[src/rtl/bnn_acc_array_if.sv]
// Handshake and data bundle for the binarized-neuron accumulator.
// master = producer/consumer side (buffers), slave = accumulator.
interface bnn_acc_array_if #(
  parameter int ACC_WIDTH = 12,
  parameter int LANES     = 4,
  parameter int LEN_WIDTH = 8
);
  logic                 start;
  logic [LEN_WIDTH-1:0] vec_len;
  logic [ACC_WIDTH-1:0] bias;
  logic                 in_valid;
  logic                 in_ready;
  logic [LANES-1:0]     x_bits;
  logic [LANES-1:0]     w_bits;
  logic [LANES-1:0]     lane_mask;
  logic                 out_valid;
  logic                 out_ready;
  logic [ACC_WIDTH-1:0] acc_out;
  logic                 act_out;
  logic                 sat_flag;
  logic                 busy;

  modport master (
    output start, vec_len, bias, in_valid, x_bits, w_bits, lane_mask, out_ready,
    input  in_ready, out_valid, acc_out, act_out, sat_flag, busy
  );

  modport slave (
    input  start, vec_len, bias, in_valid, x_bits, w_bits, lane_mask, out_ready,
    output in_ready, out_valid, acc_out, act_out, sat_flag, busy
  );
endinterface

[src/rtl/bnn_acc_array.sv]
// Multi-lane binarized-neuron accumulator: XNOR-popcount per beat, summed
// into a saturating signed accumulator seeded with a bias, result handed
// off through a valid/ready handshake with a sign activation.
module bnn_acc_array #(
  parameter int ACC_WIDTH = 12,
  parameter int LANES     = 4,
  parameter int LEN_WIDTH = 8
) (
  input  logic clk,
  input  logic rst_n,
  bnn_acc_array_if.slave bus
);

  typedef enum logic [1:0] {
    ST_IDLE  = 2'd0,
    ST_ACCUM = 2'd1,
    ST_DONE  = 2'd2
  } state_t;

  localparam logic [ACC_WIDTH:0]   ONE_W = {{ACC_WIDTH{1'b0}}, 1'b1};
  localparam logic [LEN_WIDTH-1:0] ONE_L = {{(LEN_WIDTH-1){1'b0}}, 1'b1};
  localparam logic [LEN_WIDTH-1:0] ZERO_L = {LEN_WIDTH{1'b0}};

  // Clamp a one-bit-wider sum into the signed accumulator range.
  function automatic logic [ACC_WIDTH-1:0] sat_fn(input logic [ACC_WIDTH:0] s);
    logic [ACC_WIDTH-1:0] r;
    if (s[ACC_WIDTH] != s[ACC_WIDTH-1]) begin
      if (s[ACC_WIDTH]) begin
        r = {1'b1, {(ACC_WIDTH-1){1'b0}}};
      end else begin
        r = {1'b0, {(ACC_WIDTH-1){1'b1}}};
      end
    end else begin
      r = s[ACC_WIDTH-1:0];
    end
    return r;
  endfunction

  // True when the wide sum falls outside the accumulator range.
  function automatic logic ovf_fn(input logic [ACC_WIDTH:0] s);
    return s[ACC_WIDTH] != s[ACC_WIDTH-1];
  endfunction

  state_t               state_r;
  logic [ACC_WIDTH-1:0] acc_r;
  logic [LEN_WIDTH-1:0] cnt_r;
  logic [LEN_WIDTH-1:0] vec_len_r;
  logic [ACC_WIDTH-1:0] acc_out_r;
  logic                 act_out_r;
  logic                 sat_r;
  logic                 out_valid_r;
  logic                 in_ready_r;
  logic                 busy_r;

  logic [ACC_WIDTH:0]   contrib_s;
  logic [ACC_WIDTH:0]   sum_s;
  logic [ACC_WIDTH-1:0] next_acc_s;
  logic                 clamp_s;
  logic                 accept_s;
  logic                 last_beat_s;

  // Per-beat XNOR contribution (+1 match, -1 mismatch, 0 masked) and saturating sum.
  always_comb begin
    contrib_s = {(ACC_WIDTH+1){1'b0}};
    for (int i = 0; i < LANES; i++) begin
      if (bus.lane_mask[i]) begin
        if (bus.x_bits[i] ~^ bus.w_bits[i]) begin
          contrib_s = contrib_s + ONE_W;
        end else begin
          contrib_s = contrib_s - ONE_W;
        end
      end else begin
        contrib_s = contrib_s;
      end
    end
    sum_s       = {acc_r[ACC_WIDTH-1], acc_r} + contrib_s;
    next_acc_s  = sat_fn(sum_s);
    clamp_s     = ovf_fn(sum_s);
    accept_s    = bus.in_valid && in_ready_r;
    last_beat_s = (cnt_r == (vec_len_r - ONE_L));
  end

  // Control FSM with registered handshake, status and result outputs.
  always_ff @(posedge clk or negedge rst_n) begin
    if (!rst_n) begin
      state_r     <= ST_IDLE;
      acc_r       <= {ACC_WIDTH{1'b0}};
      cnt_r       <= {LEN_WIDTH{1'b0}};
      vec_len_r   <= {LEN_WIDTH{1'b0}};
      acc_out_r   <= {ACC_WIDTH{1'b0}};
      act_out_r   <= 1'b0;
      sat_r       <= 1'b0;
      out_valid_r <= 1'b0;
      in_ready_r  <= 1'b0;
      busy_r      <= 1'b0;
    end else begin
      case (state_r)
        ST_IDLE: begin
          if (bus.start) begin
            acc_r     <= bus.bias;
            cnt_r     <= {LEN_WIDTH{1'b0}};
            vec_len_r <= bus.vec_len;
            sat_r     <= 1'b0;
            busy_r    <= 1'b1;
            if (bus.vec_len != ZERO_L) begin
              state_r    <= ST_ACCUM;
              in_ready_r <= 1'b1;
            end else begin
              // Empty vector: the bias is the result.
              state_r     <= ST_DONE;
              acc_out_r   <= bus.bias;
              act_out_r   <= ~bus.bias[ACC_WIDTH-1];
              out_valid_r <= 1'b1;
            end
          end
        end
        ST_ACCUM: begin
          if (accept_s) begin
            acc_r <= next_acc_s;
            sat_r <= sat_r | clamp_s;
            if (last_beat_s) begin
              state_r     <= ST_DONE;
              acc_out_r   <= next_acc_s;
              act_out_r   <= ~next_acc_s[ACC_WIDTH-1];
              out_valid_r <= 1'b1;
              in_ready_r  <= 1'b0;
            end else begin
              cnt_r <= cnt_r + ONE_L;
            end
          end
        end
        ST_DONE: begin
          if (bus.out_ready) begin
            state_r     <= ST_IDLE;
            out_valid_r <= 1'b0;
            busy_r      <= 1'b0;
          end
        end
        default: begin
          state_r     <= ST_IDLE;
          out_valid_r <= 1'b0;
          in_ready_r  <= 1'b0;
          busy_r      <= 1'b0;
        end
      endcase
    end
  end

  assign bus.in_ready  = in_ready_r;
  assign bus.out_valid = out_valid_r;
  assign bus.acc_out   = acc_out_r;
  assign bus.act_out   = act_out_r;
  assign bus.sat_flag  = sat_r;
  assign bus.busy      = busy_r;

endmodule

[src/flat_wrapper.sv]
// flat-port wrapper written by rule: the top's interface ports become plain ports
module bnn_acc_array_flat 
#(
  parameter int ACC_WIDTH = 12,
  parameter int LANES     = 4,
  parameter int LEN_WIDTH = 8
)
  (clk, rst_n, bus_start, bus_vec_len, bus_bias, bus_in_valid, bus_x_bits, bus_w_bits, bus_lane_mask, bus_out_ready, bus_in_ready, bus_out_valid, bus_acc_out, bus_act_out, bus_sat_flag, bus_busy);
  bnn_acc_array_if #(.ACC_WIDTH(ACC_WIDTH), .LANES(LANES), .LEN_WIDTH(LEN_WIDTH)) bus_i ();
  input  logic clk;
  input  logic rst_n;
  input wire logic [$bits(bus_i.start)-1:0] bus_start;
  input wire logic [$bits(bus_i.vec_len)-1:0] bus_vec_len;
  input wire logic [$bits(bus_i.bias)-1:0] bus_bias;
  input wire logic [$bits(bus_i.in_valid)-1:0] bus_in_valid;
  input wire logic [$bits(bus_i.x_bits)-1:0] bus_x_bits;
  input wire logic [$bits(bus_i.w_bits)-1:0] bus_w_bits;
  input wire logic [$bits(bus_i.lane_mask)-1:0] bus_lane_mask;
  input wire logic [$bits(bus_i.out_ready)-1:0] bus_out_ready;
  output wire logic [$bits(bus_i.in_ready)-1:0] bus_in_ready;
  output wire logic [$bits(bus_i.out_valid)-1:0] bus_out_valid;
  output wire logic [$bits(bus_i.acc_out)-1:0] bus_acc_out;
  output wire logic [$bits(bus_i.act_out)-1:0] bus_act_out;
  output wire logic [$bits(bus_i.sat_flag)-1:0] bus_sat_flag;
  output wire logic [$bits(bus_i.busy)-1:0] bus_busy;
  assign bus_i.start = bus_start;
  assign bus_i.vec_len = bus_vec_len;
  assign bus_i.bias = bus_bias;
  assign bus_i.in_valid = bus_in_valid;
  assign bus_i.x_bits = bus_x_bits;
  assign bus_i.w_bits = bus_w_bits;
  assign bus_i.lane_mask = bus_lane_mask;
  assign bus_i.out_ready = bus_out_ready;
  assign bus_in_ready = bus_i.in_ready;
  assign bus_out_valid = bus_i.out_valid;
  assign bus_acc_out = bus_i.acc_out;
  assign bus_act_out = bus_i.act_out;
  assign bus_sat_flag = bus_i.sat_flag;
  assign bus_busy = bus_i.busy;
  bnn_acc_array #(.ACC_WIDTH(ACC_WIDTH), .LANES(LANES), .LEN_WIDTH(LEN_WIDTH)) u_core (.clk(clk), .rst_n(rst_n), .bus(bus_i));
endmodule
[config.mk]
export PLATFORM = sky130hd
export DESIGN_NAME = bnn_acc_array_flat
export DESIGN_NICKNAME = d
export VERILOG_FILES = /design/src/rtl/bnn_acc_array_if.sv /design/src/rtl/bnn_acc_array.sv /design/src/flat_wrapper.sv
export SDC_FILE = /design/constraint.sdc
export NUM_CORES = 1
export LEC_CHECK = 0
export CORE_ASPECT_RATIO = 0.5
export CORE_MARGIN = 10
export CORE_UTILIZATION = 59
export CTS_BUF_LIST = sky130_fd_sc_hd__clkbuf_8
export DETAILED_ROUTE_END_ITERATION = 7
export PLACE_DENSITY = 0.84
export RECOVER_POWER = 50
export SYNTH_ARGS = -nofsm -noshare
export SYNTH_HDL_FRONTEND = slang
export SYNTH_SLANG_ARGS = --single-unit
export TNS_END_PERCENT = 20
[constraint.sdc]
create_clock -name clk -period 3.95 [get_ports clk]
set_input_delay 1.185 -clock clk [delete_from_list [all_inputs] [get_ports clk]]
set_output_delay 1.185 -clock clk [all_outputs]
set_load 0.005 [all_outputs]
# Word level (Yosys, flattened, before mapping)
# Index checks and enable logic that the tools add are counted.
dict set report totals {
  register_bits 47
  latchBits 0
  mem_bits_rw 0
  mem_bits_ro 0
  inputBits 37
  output_inout_bits 17
  word_cells 100
  memories 0
}
dict set report classes {
  n_addsub 9
  mul 0
  n_div 0
  magnitude_cmp 0
  eq_ne 11
  n_shift 0
  mux 49
  bitwise_logic 9
  reduce_logical 12
}
# cell n
set ops {}
lappend ops {{2-to-1 mux 13 bit} 8}
lappend ops {{2-to-1 mux 12 bit} 8}
lappend ops {{case mux 12 bit (2 select lines)} 2}
lappend ops {{adder 13 x 1 -> 13 bit (second input constant)} 3}
lappend ops {{subtractor 13 x 1 -> 13 bit (second input constant)} 3}
lappend ops {{2-to-1 mux 8 bit} 3}
lappend ops {{2-to-1 mux 1 bit} 16}
lappend ops {{case mux 8 bit (2 select lines)} 1}
lappend ops {{AND reduction 5 bit} 3}
lappend ops {{adder 13 bit} 1}
lappend ops {{2-to-1 mux 2 bit} 5}
lappend ops {{case mux 1 bit (3 select lines)} 3}
lappend ops {{adder 8 x 1 -> 8 bit (second input constant)} 1}
lappend ops {{== test 8 bit} 1}
lappend ops {{inequality test 2 bit (second input constant)} 4}
lappend ops {{AND reduction 4 bit} 2}
lappend ops {{nonzero test 8 bit} 1}
lappend ops {{subtractor 8 x 1 -> 8 bit (second input constant)} 1}
lappend ops {{inequality test 2 x 1 -> 1 bit (second input constant)} 3}
lappend ops {{case mux 2 bit (3 select lines)} 1}
lappend ops {{AND reduction 3 bit} 2}
lappend ops {{inverter 1 bit} 4}
lappend ops {{case mux 1 bit (2 select lines)} 2}
lappend ops {{XNOR 1 bit} 4}
lappend ops {{8 further kinds} 8}

# Longest topological paths before layout
# Gate-level depths: netlist of the first run.
dict set report depth {
  depth_word 19
  mapped_depth 30
  ltp_nobuf 28
}

# Worst setup path before layout of the first run
# Ideal clock, no wire load.
dict set report synth_timing {
  path_type {input to register}
  from {input port bus_w_bits[0]}
  to {register u_core.acc_out_r[10] (netlist: u_core.bus.acc_out[10])}
  setup_time_ps 143
  t_arrival_ps 6805
  required_ps 3807
  setup_slack_ps -2998
  stages 27
  n_path_buf 1
  path_cell_list {xor2_1 -> nand2_1 -> fa_1 -> inv_1 -> fa_1 -> a21o_1 -> ha_1 -> clkbuf_1 -> a21o_1 -> a21o_1 -> a21oi_1 -> ha_1 -> a21oi_1 -> nand2_1 -> o21ai_0 -> nor3b_1 -> o21ai_0 -> o21a_1 -> ha_1 -> a21o_1 -> a21o_1 -> a41o_1 -> a31oi_4 -> nor3_2 -> o211a_2 -> o31ai_4 -> o221ai_1}
}
dict set report synth_via {
  elab_chain_cells 18
  elab_cells_between_ends 22
  classes_between {add/sub (7); eq/ne (1); mux (13); bitwise (1)}
}
# element line
set synth_lines {}
lappend synth_lines {{from (decl)} flat_wrapper.sv:17} ;# input wire logic [$bits(bus_i.w_bits)-1:0] bus_w_bits;
lappend synth_lines {{XNOR 1 bit (*)} bnn_acc_array.sv:67} ;# if (bus.x_bits[i] ~^ bus.w_bits[i]) begin
lappend synth_lines {{2-to-1 mux 13 bit (*)} bnn_acc_array.sv:67}
lappend synth_lines {{2-to-1 mux 13 bit (*)} bnn_acc_array.sv:66} ;# if (bus.lane_mask[i]) begin
lappend synth_lines {{subtractor 13 x 1 -> 13 bit / adder 13 x 1 -> 13 bit (equally long branches)} {bnn_acc_array.sv:70, bnn_acc_array.sv:68}}
lappend synth_lines {{2-to-1 mux 13 bit} bnn_acc_array.sv:67}
lappend synth_lines {{2-to-1 mux 13 bit (*)} bnn_acc_array.sv:66}
lappend synth_lines {{subtractor 13 x 1 -> 13 bit / adder 13 x 1 -> 13 bit (equally long branches)} {bnn_acc_array.sv:70, bnn_acc_array.sv:68}}
lappend synth_lines {{2-to-1 mux 13 bit} bnn_acc_array.sv:67}
lappend synth_lines {{[... 2 more ...]} n/a}
lappend synth_lines {{2-to-1 mux 13 bit} bnn_acc_array.sv:67}
lappend synth_lines {{2-to-1 mux 13 bit (*)} bnn_acc_array.sv:66}
lappend synth_lines {{adder 13 bit (*)} bnn_acc_array.sv:76} ;# sum_s = {acc_r[ACC_WIDTH-1], acc_r} + contrib_s;
lappend synth_lines {{2-to-1 mux 12 bit / inequality test 1 bit (equally long branches)} {bnn_acc_array.sv:28, bnn_acc_array.sv:27}}
lappend synth_lines {{2-to-1 mux 12 bit (*)} bnn_acc_array.sv:27} ;# if (s[ACC_WIDTH] != s[ACC_WIDTH-1]) begin
lappend synth_lines {{2-to-1 mux 12 bit (*)} bnn_acc_array.sv:121} ;# if (last_beat_s) begin
lappend synth_lines {{2-to-1 mux 12 bit (*)} bnn_acc_array.sv:118} ;# if (accept_s) begin
lappend synth_lines {{case mux 12 bit (2 select lines) (*)} bnn_acc_array.sv:97} ;# case (state_r)
lappend synth_lines {{to (signal assigned)} bnn_acc_array.sv:90} ;# acc_out_r <= {ACC_WIDTH{1'b0}};
lappend synth_lines {{to (signal assigned)} bnn_acc_array.sv:111} ;# acc_out_r <= bus.bias;
lappend synth_lines {{to (signal assigned)} bnn_acc_array.sv:123} ;# acc_out_r <= next_acc_s;
lappend synth_lines {{to (decl)} bnn_acc_array.sv:48} ;# logic [ACC_WIDTH-1:0] acc_out_r;
# Mark *: on every way between the ends. The rest lies on a longest branch, timed or not. The select of a mux whose other input is x is not followed.
# A chain may end at the register's enable or synchronous reset.

# Worst setup path after layout of the first run
dict set report layout_timing {
  from {input port bus_w_bits[1]}
  to {register u_core.acc_out_r[3] (netlist: u_core.bus.acc_out[3])}
}
dict set report layout_via {
  elab_chain_cells 15
  elab_cells_between_ends 18
  classes_between {add/sub (5); eq/ne (1); mux (11); bitwise (1)}
}
# element line
set layout_lines {}
lappend layout_lines {{XNOR 1 bit (*)} bnn_acc_array.sv:67}
lappend layout_lines {{2-to-1 mux 13 bit (*)} bnn_acc_array.sv:67}
lappend layout_lines {{2-to-1 mux 13 bit (*)} bnn_acc_array.sv:66}
lappend layout_lines {{subtractor 13 x 1 -> 13 bit / adder 13 x 1 -> 13 bit (equally long branches)} {bnn_acc_array.sv:70, bnn_acc_array.sv:68}}
lappend layout_lines {{2-to-1 mux 13 bit} bnn_acc_array.sv:67}
lappend layout_lines {{2-to-1 mux 13 bit (*)} bnn_acc_array.sv:66}
lappend layout_lines {{subtractor 13 x 1 -> 13 bit / adder 13 x 1 -> 13 bit (equally long branches)} {bnn_acc_array.sv:70, bnn_acc_array.sv:68}}
lappend layout_lines {{2-to-1 mux 13 bit} bnn_acc_array.sv:67}
lappend layout_lines {{2-to-1 mux 13 bit (*)} bnn_acc_array.sv:66}
lappend layout_lines {{adder 13 bit (*)} bnn_acc_array.sv:76}
lappend layout_lines {{2-to-1 mux 12 bit / inequality test 1 bit (equally long branches)} {bnn_acc_array.sv:28, bnn_acc_array.sv:27}}
lappend layout_lines {{2-to-1 mux 12 bit (*)} bnn_acc_array.sv:27}
lappend layout_lines {{2-to-1 mux 12 bit (*)} bnn_acc_array.sv:121}
lappend layout_lines {{2-to-1 mux 12 bit (*)} bnn_acc_array.sv:118}
lappend layout_lines {{case mux 12 bit (2 select lines) (*)} bnn_acc_array.sv:97}
# Marked as above.

==> results of run 1 <==
## layout by cell type (no fill, tap or decap), types with 7 or more instances in the layout
cell                              count
sky130_fd_sc_hd__o21ai_0             22
sky130_fd_sc_hd__mux2_2              11
sky130_fd_sc_hd__o221ai_2            10
sky130_fd_sc_hd__a21oi_1             22
sky130_fd_sc_hd__a21o_1              15
sky130_fd_sc_hd__buf_6                7
sky130_fd_sc_hd__buf_4              111
sky130_fd_sc_hd__inv_1               25
sky130_fd_sc_hd__nor2_1              53
sky130_fd_sc_hd__dfrtp_1             47
sky130_fd_sc_hd__nand2_1             47
sky130_fd_sc_hd__clkdlybuf4s50_1     46
sky130_fd_sc_hd__ha_1                20
sky130_fd_sc_hd__ha_4                 9
sky130_fd_sc_hd__nand3_1              8
sky130_fd_sc_hd__nand3b_1             9
sky130_fd_sc_hd__xnor2_1             24
sky130_fd_sc_hd__a21oi_2             12
sky130_fd_sc_hd__xor2_1              19
## path summary, 6_finish.rpt
check / end / cells after the start / start
min in group asynchronous: u_core.bus.acc_out[10] / 1 / rst_n
setup / recovery: u_core.bus.acc_out[3] / 30 / bus_w_bits[1]
hold reg to reg: u_core.bus.acc_out[4] / 2 / u_core.bus.acc_out[4]
hold / removal: u_core.bus.acc_out[4] / 2 / u_core.bus.acc_out[4]
max in group asynchronous: u_core.bus.out_valid / 1 / rst_n
setup reg to reg: u_core.bus.act_out / 8 / u_core.vec_len_r[2]
## per-stage QoR
| step | hold WS [ns] | area, µm² | total power, mW | setup TNS [ns] | setup slack (ns) |
|---|---|---|---|---|---|
| after global routing | 0.527 | 6620 | 7.05 | -88.44 | -3.51 |
| final | 0.510 | 6620 | 6.80 | -82.04 | -3.27 |
| after floorplan | 0.462 | 4630 | 3.52 | -62.88 | -2.52 |
| after global placement | 0.476 | 5930 | 4.74 | -87.59 | -3.48 |
| after detailed placement | 0.488 | 5930 | 4.87 | -91.65 | -3.63 |
| after CTS | 0.508 | 6390 | 5.81 | -64.10 | -2.54 |
## registers in the layout, indices dropped and copies added, names as in the netlist
name,cells
u_core.acc_r,12
u_core.bus.acc_out,12
u_core.cnt_r,8
u_core.vec_len_r,8
u_core.state_r,2
u_core.bus.act_out,1
u_core.bus.busy,1
u_core.bus.in_ready,1
u_core.bus.out_valid,1
u_core.bus.sat_flag,1
## power groups by stage
stage | sequential, mW | clock (mW) | combinational [mW]
after floorplan | 0.853 | 0 | 2.67
after global placement | 0.903 | 0 | 3.84
after detailed placement | 0.911 | 0 | 3.96
after CTS | 0.912 | 0.369 | 4.53
after global routing | 0.964 | 0.390 | 5.70
final | 0.949 | 0.375 | 5.48
## per-layer routing
metal	GRT usage [%]	routed length (µm)
met5	0	0
met4	17.2	1610
met3	5.93	2100
met2	51.3	8510
met1	31.2	6840
## worst reg2reg max path, stage by stage, from the launching register on
cell                       delay (ns)
sky130_fd_sc_hd__dfrtp_1         0.45
sky130_fd_sc_hd__nor4_1          0.64
sky130_fd_sc_hd__o21ai_0         0.21
sky130_fd_sc_hd__a21oi_1         0.18
sky130_fd_sc_hd__o211ai_1        0.22
sky130_fd_sc_hd__nand3_1         0.29
sky130_fd_sc_hd__and2_0          0.94
sky130_fd_sc_hd__a21oi_1         0.23
sky130_fd_sc_hd__a22o_1          0.28
## cells by family (layout without fill, tap and decap cells)
logic type,Yosys count,after routing
AND/OR/NAND/NOR,174,174
AO/OA/AOI/OAI,154,154
buffers and inverters,49,208
XOR/XNOR,48,48
flip-flops,47,47
adder cells (fa/ha/maj),36,36
multiplexers,17,17
## final cells by class
class	count	area [µm²]
flip-flops and latches	47	1180
multi-input cells	429	3630
clock inverters	2	35.0
clock buffers	6	82.6
fillers	288	733
inverters	27	101
repair buffers	173	1470
well taps	96	120
## repair_timing
action                                  4_1_cts  5_1_grt
resized for setup                            74       30
buffers inserted                             17        7
endpoints found under the setup margin       26       26
hold buffers                                  0        0
pin swaps                                    53       35
cloned                                        1        0
==> impl_metrics.prom, run 1 <==
# TYPE chip_impl_metric gauge
chip_impl_metric{name="dieHeight",unit="µm"} 81.6
chip_impl_metric{name="postLayoutCoreUtil",unit="%"} 90.0
chip_impl_metric{name="seq_area_frac_synth",unit="%"} 26.3
chip_impl_metric{name="asyncSetResetFlopFracSynth",unit="%"} 100
chip_impl_metric{name="postSynthRegisterBits",unit=""} 47
chip_impl_metric{name="io_buffer_count",unit=""} 53
chip_impl_metric{name="buffers_inverters_on_critical_path",unit=""} 8
chip_impl_metric{name="synth-adder-area-share",unit="%"} 11.2
chip_impl_info{name="min-delay-path-class",value="reg2reg"} 1
chip_impl_metric{name="synthesis.instances",unit=""} 525
chip_impl_metric{name="min_period_over_period",unit="%"} 183
chip_impl_metric{name="achievable_freq",unit="GHz"} 0.138
chip_impl_metric{name="switching_share",unit="%"} 49.4
chip_impl_metric{name="pin_count_of_the_biggest_net_entering_global_routing",unit=""} 48
chip_impl_metric{name="placedCellCount",unit=""} 748
chip_impl_metric{name="cts_inserted_buffers",unit=""} 5
chip_impl_metric{name="worst_ep_required_time",unit="ns"} 4.07
chip_impl_info{name="failing_checks",value="capacitance limit, slew limit, setup timing"} 1
chip_impl_metric{name="combinationalPowerShare",unit="%"} 80.5
chip_impl_metric{name="wl_per_cell",unit="µm"} 24.4
chip_impl_metric{name="drc",unit=""} 0
chip_impl_metric{name="synth.mux.area_fraction",unit="%"} 4.19
chip_impl_metric{name="clkLatencyLatePin",unit="ns"} 0.31
chip_impl_metric{name="mappedNetlistArea",unit="µm²"} 4470
chip_impl_info{name="cell_accounting_for_the_most_synthesized_area",value="sky130_fd_sc_hd__dfrtp_1"} 1
chip_impl_metric{name="dp_hpwl",unit="mm"} 10.1
chip_impl_metric{name="clk_pin_slew_worst_paths",unit="ns"} 0.09
chip_impl_metric{name="clkPwrFrac",unit="%"} 5.5
chip_impl_info{name="start_kind",value="primary input"} 1
chip_impl_info{name="timing.critical_path.to_type",value="flip-flop"} 1
chip_impl_metric{name="clkSinkCount",unit=""} 47
chip_impl_metric{name="nNetsFinal",unit=""} 756
chip_impl_metric{name="antenna_violating_nets_left",unit=""} 0
chip_impl_metric{name="fin_skew",unit="ns"} 0.0138
chip_impl_metric{name="netSwitchingPower",unit="mW"} 3.36
chip_impl_metric{name="reg2reg_setup_slack",unit="ns"} 0.44
chip_impl_info{name="synth_top_flop_cell",value="sky130_fd_sc_hd__dfrtp_1"} 1
chip_impl_metric{name="clock_tree.htree_level_count",unit=""} 2
chip_impl_metric{name="timing.critical_path.slowest_cell_delay",unit="ns"} 0.44
chip_impl_metric{name="placeableCoreArea",unit="µm²"} 7350
chip_impl_metric{name="number_of_detailed_route_iterations_in_the_first_pass",unit=""} 6
chip_impl_metric{name="syn_nets",unit=""} 598
chip_impl_metric{name="power_frac_seq",unit="%"} 14.0
chip_impl_metric{name="cp.arrival",unit="ns"} 7.34
chip_impl_metric{name="synthesis.yosys.warnings",unit=""} 0
chip_impl_metric{name="maxCapViolCount",unit=""} 1
chip_impl_info{name="yosys.cell_count.top_type",value="sky130_fd_sc_hd__nor2_1"} 1
chip_impl_metric{name="worst_vdd_ir",unit="V"} 0.000589
chip_impl_info{name="critical_path_class",value="in2reg"} 1
chip_impl_metric{name="clockBufferDepth",unit=""} 2
chip_impl_metric{name="initial_core_util",unit="%"} 60.9
chip_impl_metric{name="post_synth.cell_area_avg",unit="µm²"} 8.52
chip_impl_metric{name="detailroute.via_count",unit=""} 5493
chip_impl_metric{name="overflow",unit=""} 0
chip_impl_metric{name="power_density",unit="nW/µm²"} 1030
chip_impl_metric{name="synth-compound-area-share",unit="%"} 25.2
chip_impl_info{name="rsz0062_at_grt",value="yes"} 1
chip_impl_metric{name="post-synth-top-area-fraction",unit="%"} 26.3
chip_impl_metric{name="viasPerCell",unit=""} 7.04
chip_impl_metric{name="syn2layout_area_growth",unit="%"} 47.9
chip_impl_info{name="dominant_combinational_cell_family_by_area_after_synthesis",value="compound AO/OA/AOI/OAI gates"} 1
chip_impl_metric{name="first_global_vias",unit=""} 5441
chip_impl_metric{name="grt_first_pass_wirelength",unit="mm"} 27.2
chip_impl_metric{name="setup_slack_after_layout",unit="ns"} -3.27
chip_impl_metric{name="detail_route.wirelength",unit="mm"} 19.1
chip_impl_metric{name="first_iter_violations",unit=""} 917
chip_impl_metric{name="max_slew.worst_pin.slew",unit="ns"} 2.57
chip_impl_metric{name="period_needed",unit="ns"} 7.22
chip_impl_metric{name="floorplan_die_area",unit="µm²"} 11700
chip_impl_metric{name="final_layout_size_suffix_gt1_share",unit="%"} 34.6
chip_impl_metric{name="design.portCount",unit=""} 54
chip_impl_metric{name="setup_viol_count_final",unit=""} 26
chip_impl_metric{name="grt_antenna_before_repair",unit=""} 0
chip_impl_metric{name="global_route.usage.total",unit="%"} 28.5
chip_impl_metric{name="cp_max_fo",unit=""} 8
chip_impl_metric{name="floorplan.die.width",unit="µm"} 143
chip_impl_metric{name="max-slew-margin-rel",unit="%"} -71.1
chip_impl_metric{name="finalHoldViolCount",unit=""} 0
chip_impl_metric{name="gp_routability_congestion",unit=""} 0.879
chip_impl_metric{name="synthDistinctLibCells",unit=""} 68
chip_impl_info{name="critical_path.slowest_cell",value="sky130_fd_sc_hd__nor3_1"} 1
chip_impl_info{name="critical-path-top-delay-family",value="compound AO/OA/AOI/OAI gates"} 1
chip_impl_metric{name="antenna_diode_count",unit=""} 0
chip_impl_metric{name="int_power",unit="mW"} 3.45
chip_impl_metric{name="placementRows",unit=""} 22
chip_impl_metric{name="layout.cells.non_filler",unit=""} 780
chip_impl_metric{name="simple_gate_share_of_the_synthesized_area",unit="%"} 19.1
chip_impl_metric{name="synth-edff-count",unit=""} 0
chip_impl_info{name="cts-root-buf",value="sky130_fd_sc_hd__clkbuf_8"} 1
chip_impl_metric{name="timing_max_transition_violations_final",unit=""} 48
chip_impl_metric{name="power.leakage",unit="nW"} 2.94
chip_impl_info{name="status",value="finished with violations"} 1
chip_impl_info{name="netlist_top_cells_area",value="sky130_fd_sc_hd__dfrtp_1 (26%), sky130_fd_sc_hd__ha_1 (8.1%), sky130_fd_sc_hd__xnor2_1 (5.1%), sky130_fd_sc_hd__nor2_1 (4.7%), sky130_fd_sc_hd__a21oi_1 (4.1%)"} 1
chip_impl_info{name="timing.critical_path.mode_cell",value="sky130_fd_sc_hd__buf_4"} 1
chip_impl_info{name="cts_tree",value="done"} 1
chip_impl_info{name="ys_top_cells_by_count",value="sky130_fd_sc_hd__nor2_1 (56), sky130_fd_sc_hd__nand2_1 (49), sky130_fd_sc_hd__dfrtp_1 (47)"} 1
chip_impl_metric{name="synth-xor-area-share",unit="%"} 9.73
No activity file was read; power rests on OpenSTA's default activity.
==> run 2: changes to the inputs <==
--- a/config.mk
+++ b/config.mk
@@ -5,13 +5,13 @@
 export SDC_FILE = /design/constraint.sdc
 export NUM_CORES = 1
 export LEC_CHECK = 0
-export CORE_ASPECT_RATIO = 0.5
+export CORE_ASPECT_RATIO = 0.6
 export CORE_MARGIN = 10
 export CORE_UTILIZATION = 59
 export CTS_BUF_LIST = sky130_fd_sc_hd__clkbuf_8
 export DETAILED_ROUTE_END_ITERATION = 7
 export PLACE_DENSITY = 0.84
-export RECOVER_POWER = 50
+export SETUP_SLACK_MARGIN = 0.02
 export SYNTH_ARGS = -nofsm -noshare
 export SYNTH_HDL_FRONTEND = slang
 export SYNTH_SLANG_ARGS = --single-unit
==> impl_metrics.prom, run 2 (same netlist as run 1, synthesis figures left out) <==
# TYPE chip_impl_metric gauge
chip_impl_metric{name="power_density",unit="nW/µm²"} 1080
chip_impl_metric{name="overflow",unit=""} 0
chip_impl_metric{name="setup_viol_count_final",unit=""} 26
chip_impl_info{name="status",value="finished with violations"} 1
chip_impl_metric{name="clock_tree.htree_level_count",unit=""} 2
chip_impl_metric{name="placeableCoreArea",unit="µm²"} 7330
chip_impl_metric{name="postPlaceCellArea",unit="µm²"} 6040
chip_impl_metric{name="pin_count_of_the_biggest_net_entering_global_routing",unit=""} 48
chip_impl_metric{name="number_of_detailed_route_iterations_in_the_first_pass",unit=""} 8
chip_impl_metric{name="antenna_violating_nets_left",unit=""} 0
chip_impl_metric{name="maxCapViolCount",unit=""} 0
chip_impl_metric{name="holdBufCountCts",unit=""} 0
chip_impl_metric{name="timing_max_transition_violations_final",unit=""} 0
chip_impl_metric{name="post_route_cell_area",unit="µm²"} 6680
chip_impl_metric{name="clk_pin_slew_worst_paths",unit="ns"} 0.10
chip_impl_info{name="timing.critical_path.to_type",value="flip-flop"} 1
chip_impl_metric{name="dieHeight",unit="µm"} 87.5
chip_impl_metric{name="max_slew.worst_pin.slew",unit="ns"} 1.18
chip_impl_info{name="cts-root-buf",value="sky130_fd_sc_hd__clkbuf_8"} 1
chip_impl_metric{name="clockBufferDepth",unit=""} 2
chip_impl_metric{name="wl_per_cell",unit="µm"} 28.7
chip_impl_metric{name="period_needed",unit="ns"} 7.05
chip_impl_info{name="layout_commonest_cell",value="sky130_fd_sc_hd__buf_4"} 1
chip_impl_metric{name="cp.arrival",unit="ns"} 7.25
chip_impl_info{name="critical_path_class",value="in2reg"} 1
chip_impl_metric{name="global_route.usage.total",unit="%"} 29.2
chip_impl_metric{name="cts_inserted_buffers",unit=""} 5
chip_impl_info{name="rsz0062_at_grt",value="yes"} 1
chip_impl_metric{name="design.portCount",unit=""} 54
chip_impl_metric{name="final_layout_size_suffix_gt1_share",unit="%"} 36.1
chip_impl_metric{name="finalHoldWorstSlack",unit="ns"} 0.510
chip_impl_info{name="failing_checks",value="DRC, setup timing"} 1
chip_impl_metric{name="drc",unit=""} 163
chip_impl_metric{name="min_period_over_period",unit="%"} 179
chip_impl_metric{name="achievable_freq",unit="GHz"} 0.142
chip_impl_metric{name="clkLatencyLatePin",unit="ns"} 0.33
chip_impl_metric{name="io_buffer_count",unit=""} 53
chip_impl_metric{name="initial_core_util",unit="%"} 61.1
chip_impl_metric{name="grt_first_pass_wirelength",unit="mm"} 27.7
chip_impl_metric{name="placementRows",unit=""} 24
chip_impl_metric{name="viasPerCell",unit=""} 7.63
chip_impl_metric{name="grt_antenna_before_repair",unit=""} 0
chip_impl_metric{name="worst_ep_required_time",unit="ns"} 4.15
chip_impl_info{name="start_kind",value="primary input"} 1
chip_impl_metric{name="floorplan.die.width",unit="µm"} 132
chip_impl_info{name="cts_tree",value="done"} 1
chip_impl_info{name="min-delay-path-class",value="reg2reg"} 1
chip_impl_metric{name="clkSinkCount",unit=""} 47
chip_impl_metric{name="first_global_vias",unit=""} 5324
chip_impl_metric{name="gp_routability_congestion",unit=""} 0.909
chip_impl_metric{name="setup_slack_after_layout",unit="ns"} -3.10
chip_impl_metric{name="antenna_diode_count",unit=""} 0
chip_impl_metric{name="floorplan_die_area",unit="µm²"} 11600
chip_impl_metric{name="setup_total_negative_slack",unit="ns"} -77.92
chip_impl_metric{name="first_iter_violations",unit=""} 1596
chip_impl_metric{name="fin_skew",unit="ns"} 0.00897
chip_impl_metric{name="syn2layout_area_growth",unit="%"} 49.2
chip_impl_metric{name="power.leakage",unit="nW"} 2.95
chip_impl_metric{name="max-slew-margin-rel",unit="%"} 20.9
chip_impl_metric{name="detailroute.via_count",unit=""} 6051
chip_impl_metric{name="place_worst_setup_slack",unit="ns"} -3.66
chip_impl_metric{name="nNetsFinal",unit=""} 761
chip_impl_metric{name="detail_route.wirelength",unit="mm"} 22.7
chip_impl_metric{name="postLayoutCoreUtil",unit="%"} 91.1
chip_impl_metric{name="fillCellCount",unit=""} 267
chip_impl_info{name="mostFrequentLayoutCells",value="sky130_fd_sc_hd__buf_4 (119), sky130_fd_sc_hd__nor2_1 (51), sky130_fd_sc_hd__clkdlybuf4s50_1 (47), sky130_fd_sc_hd__dfrtp_1 (47), sky130_fd_sc_hd__nand2_1 (46)"} 1
chip_impl_metric{name="worst_vdd_ir",unit="V"} 0.000739
chip_impl_metric{name="dp_hpwl",unit="mm"} 11.8
chip_impl_metric{name="finalHoldViolCount",unit=""} 0
chip_impl_metric{name="cp_max_fo",unit=""} 8
## run 2: area by class of cell
cell class	count	area, µm²	share of cell area [%]
repair buffers	178	1490	22.3
inverters	27	101	1.52
clock inverters	3	43.8	0.656
well taps	104	130	1.95
flip-flops and latches	47	1180	17.6
clock buffers	5	68.8	1.03
multi-input cells	429	3670	55.0
## run 2: power breakdown
part / total, mW / internal, mW / switching (mW)
Sequential: 0.988 / 0.697 / 0.290
Clock: 0.391 / 0.189 / 0.202
Combinational: 5.81 / 2.64 / 3.17
## run 2: critical path, stage by stage
cell and delay [ns]:
sky130_fd_sc_hd__buf_8 0.10, sky130_fd_sc_hd__xor2_4 0.20, sky130_fd_sc_hd__nand2_4 0.09, sky130_fd_sc_hd__fa_1 0.46
sky130_fd_sc_hd__a21o_1 0.23, sky130_fd_sc_hd__ha_1 0.30, sky130_fd_sc_hd__a211oi_2 0.28, sky130_fd_sc_hd__o21bai_1 0.12
sky130_fd_sc_hd__a21o_1 0.22, sky130_fd_sc_hd__buf_4 0.15, sky130_fd_sc_hd__a21oi_1 0.20, sky130_fd_sc_hd__xnor2_1 0.10
sky130_fd_sc_hd__o21ai_0 0.47, sky130_fd_sc_hd__ha_1 0.42, sky130_fd_sc_hd__o21a_1 0.17, sky130_fd_sc_hd__nor2_2 0.14
sky130_fd_sc_hd__xnor2_1 0.10, sky130_fd_sc_hd__mux2_2 0.32, sky130_fd_sc_hd__ha_4 0.19, sky130_fd_sc_hd__nor3_1 0.30
sky130_fd_sc_hd__a211o_1 0.35, sky130_fd_sc_hd__xor2_2 0.20, sky130_fd_sc_hd__buf_4 0.16, sky130_fd_sc_hd__nor4_4 0.04
sky130_fd_sc_hd__buf_6 0.16, sky130_fd_sc_hd__o31ai_4 0.24, sky130_fd_sc_hd__buf_6 0.22, sky130_fd_sc_hd__o221ai_2 0.12
## run 2: worst paths after layout
check | endpoint | cells after the start | slack [ns] | from
hold reg to reg | u_core.bus.acc_out[7] | 2 | 0.51 | u_core.bus.acc_out[7]
min in group asynchronous | u_core.acc_r[7] | 1 | 1.05 | rst_n
max in group asynchronous | u_core.acc_r[5] | 1 | 2.22 | rst_n
setup / recovery | u_core.acc_r[2] | 28 | -3.10 | bus_w_bits[0]
hold / removal | u_core.bus.acc_out[7] | 2 | 0.51 | u_core.bus.acc_out[7]
setup reg to reg | u_core.bus.act_out | 9 | 0.42 | u_core.vec_len_r[3]
## run 2: layer usage
| layer | up-vias | GRT usage (%) | share of wire, % |
|---|---|---|---|
| met3 | 321 | 8.58 | 17 |
| met5 | - | 0 | 0 |
| li1 | 2220 | - | - |
| met2 | 787 | 47.6 | 39 |
| met1 | 2723 | 36.1 | 34 |
| met4 | 0 | 10.7 | 10 |
## run 2: timing repair
item	CTS	global route
resized for setup	76	36
setup endpoints to repair	26	26
pin swaps	51	22
setup buffers	9	7
endpoints found under the hold margin	0	0
## run 2: per-stage QoR
step	std cells	total power, mW
floorplan	525	3.52
global placement	771	5.01
detailed placement	771	5.27
CTS	786	6.07
global route	793	7.33
finish	793	7.19
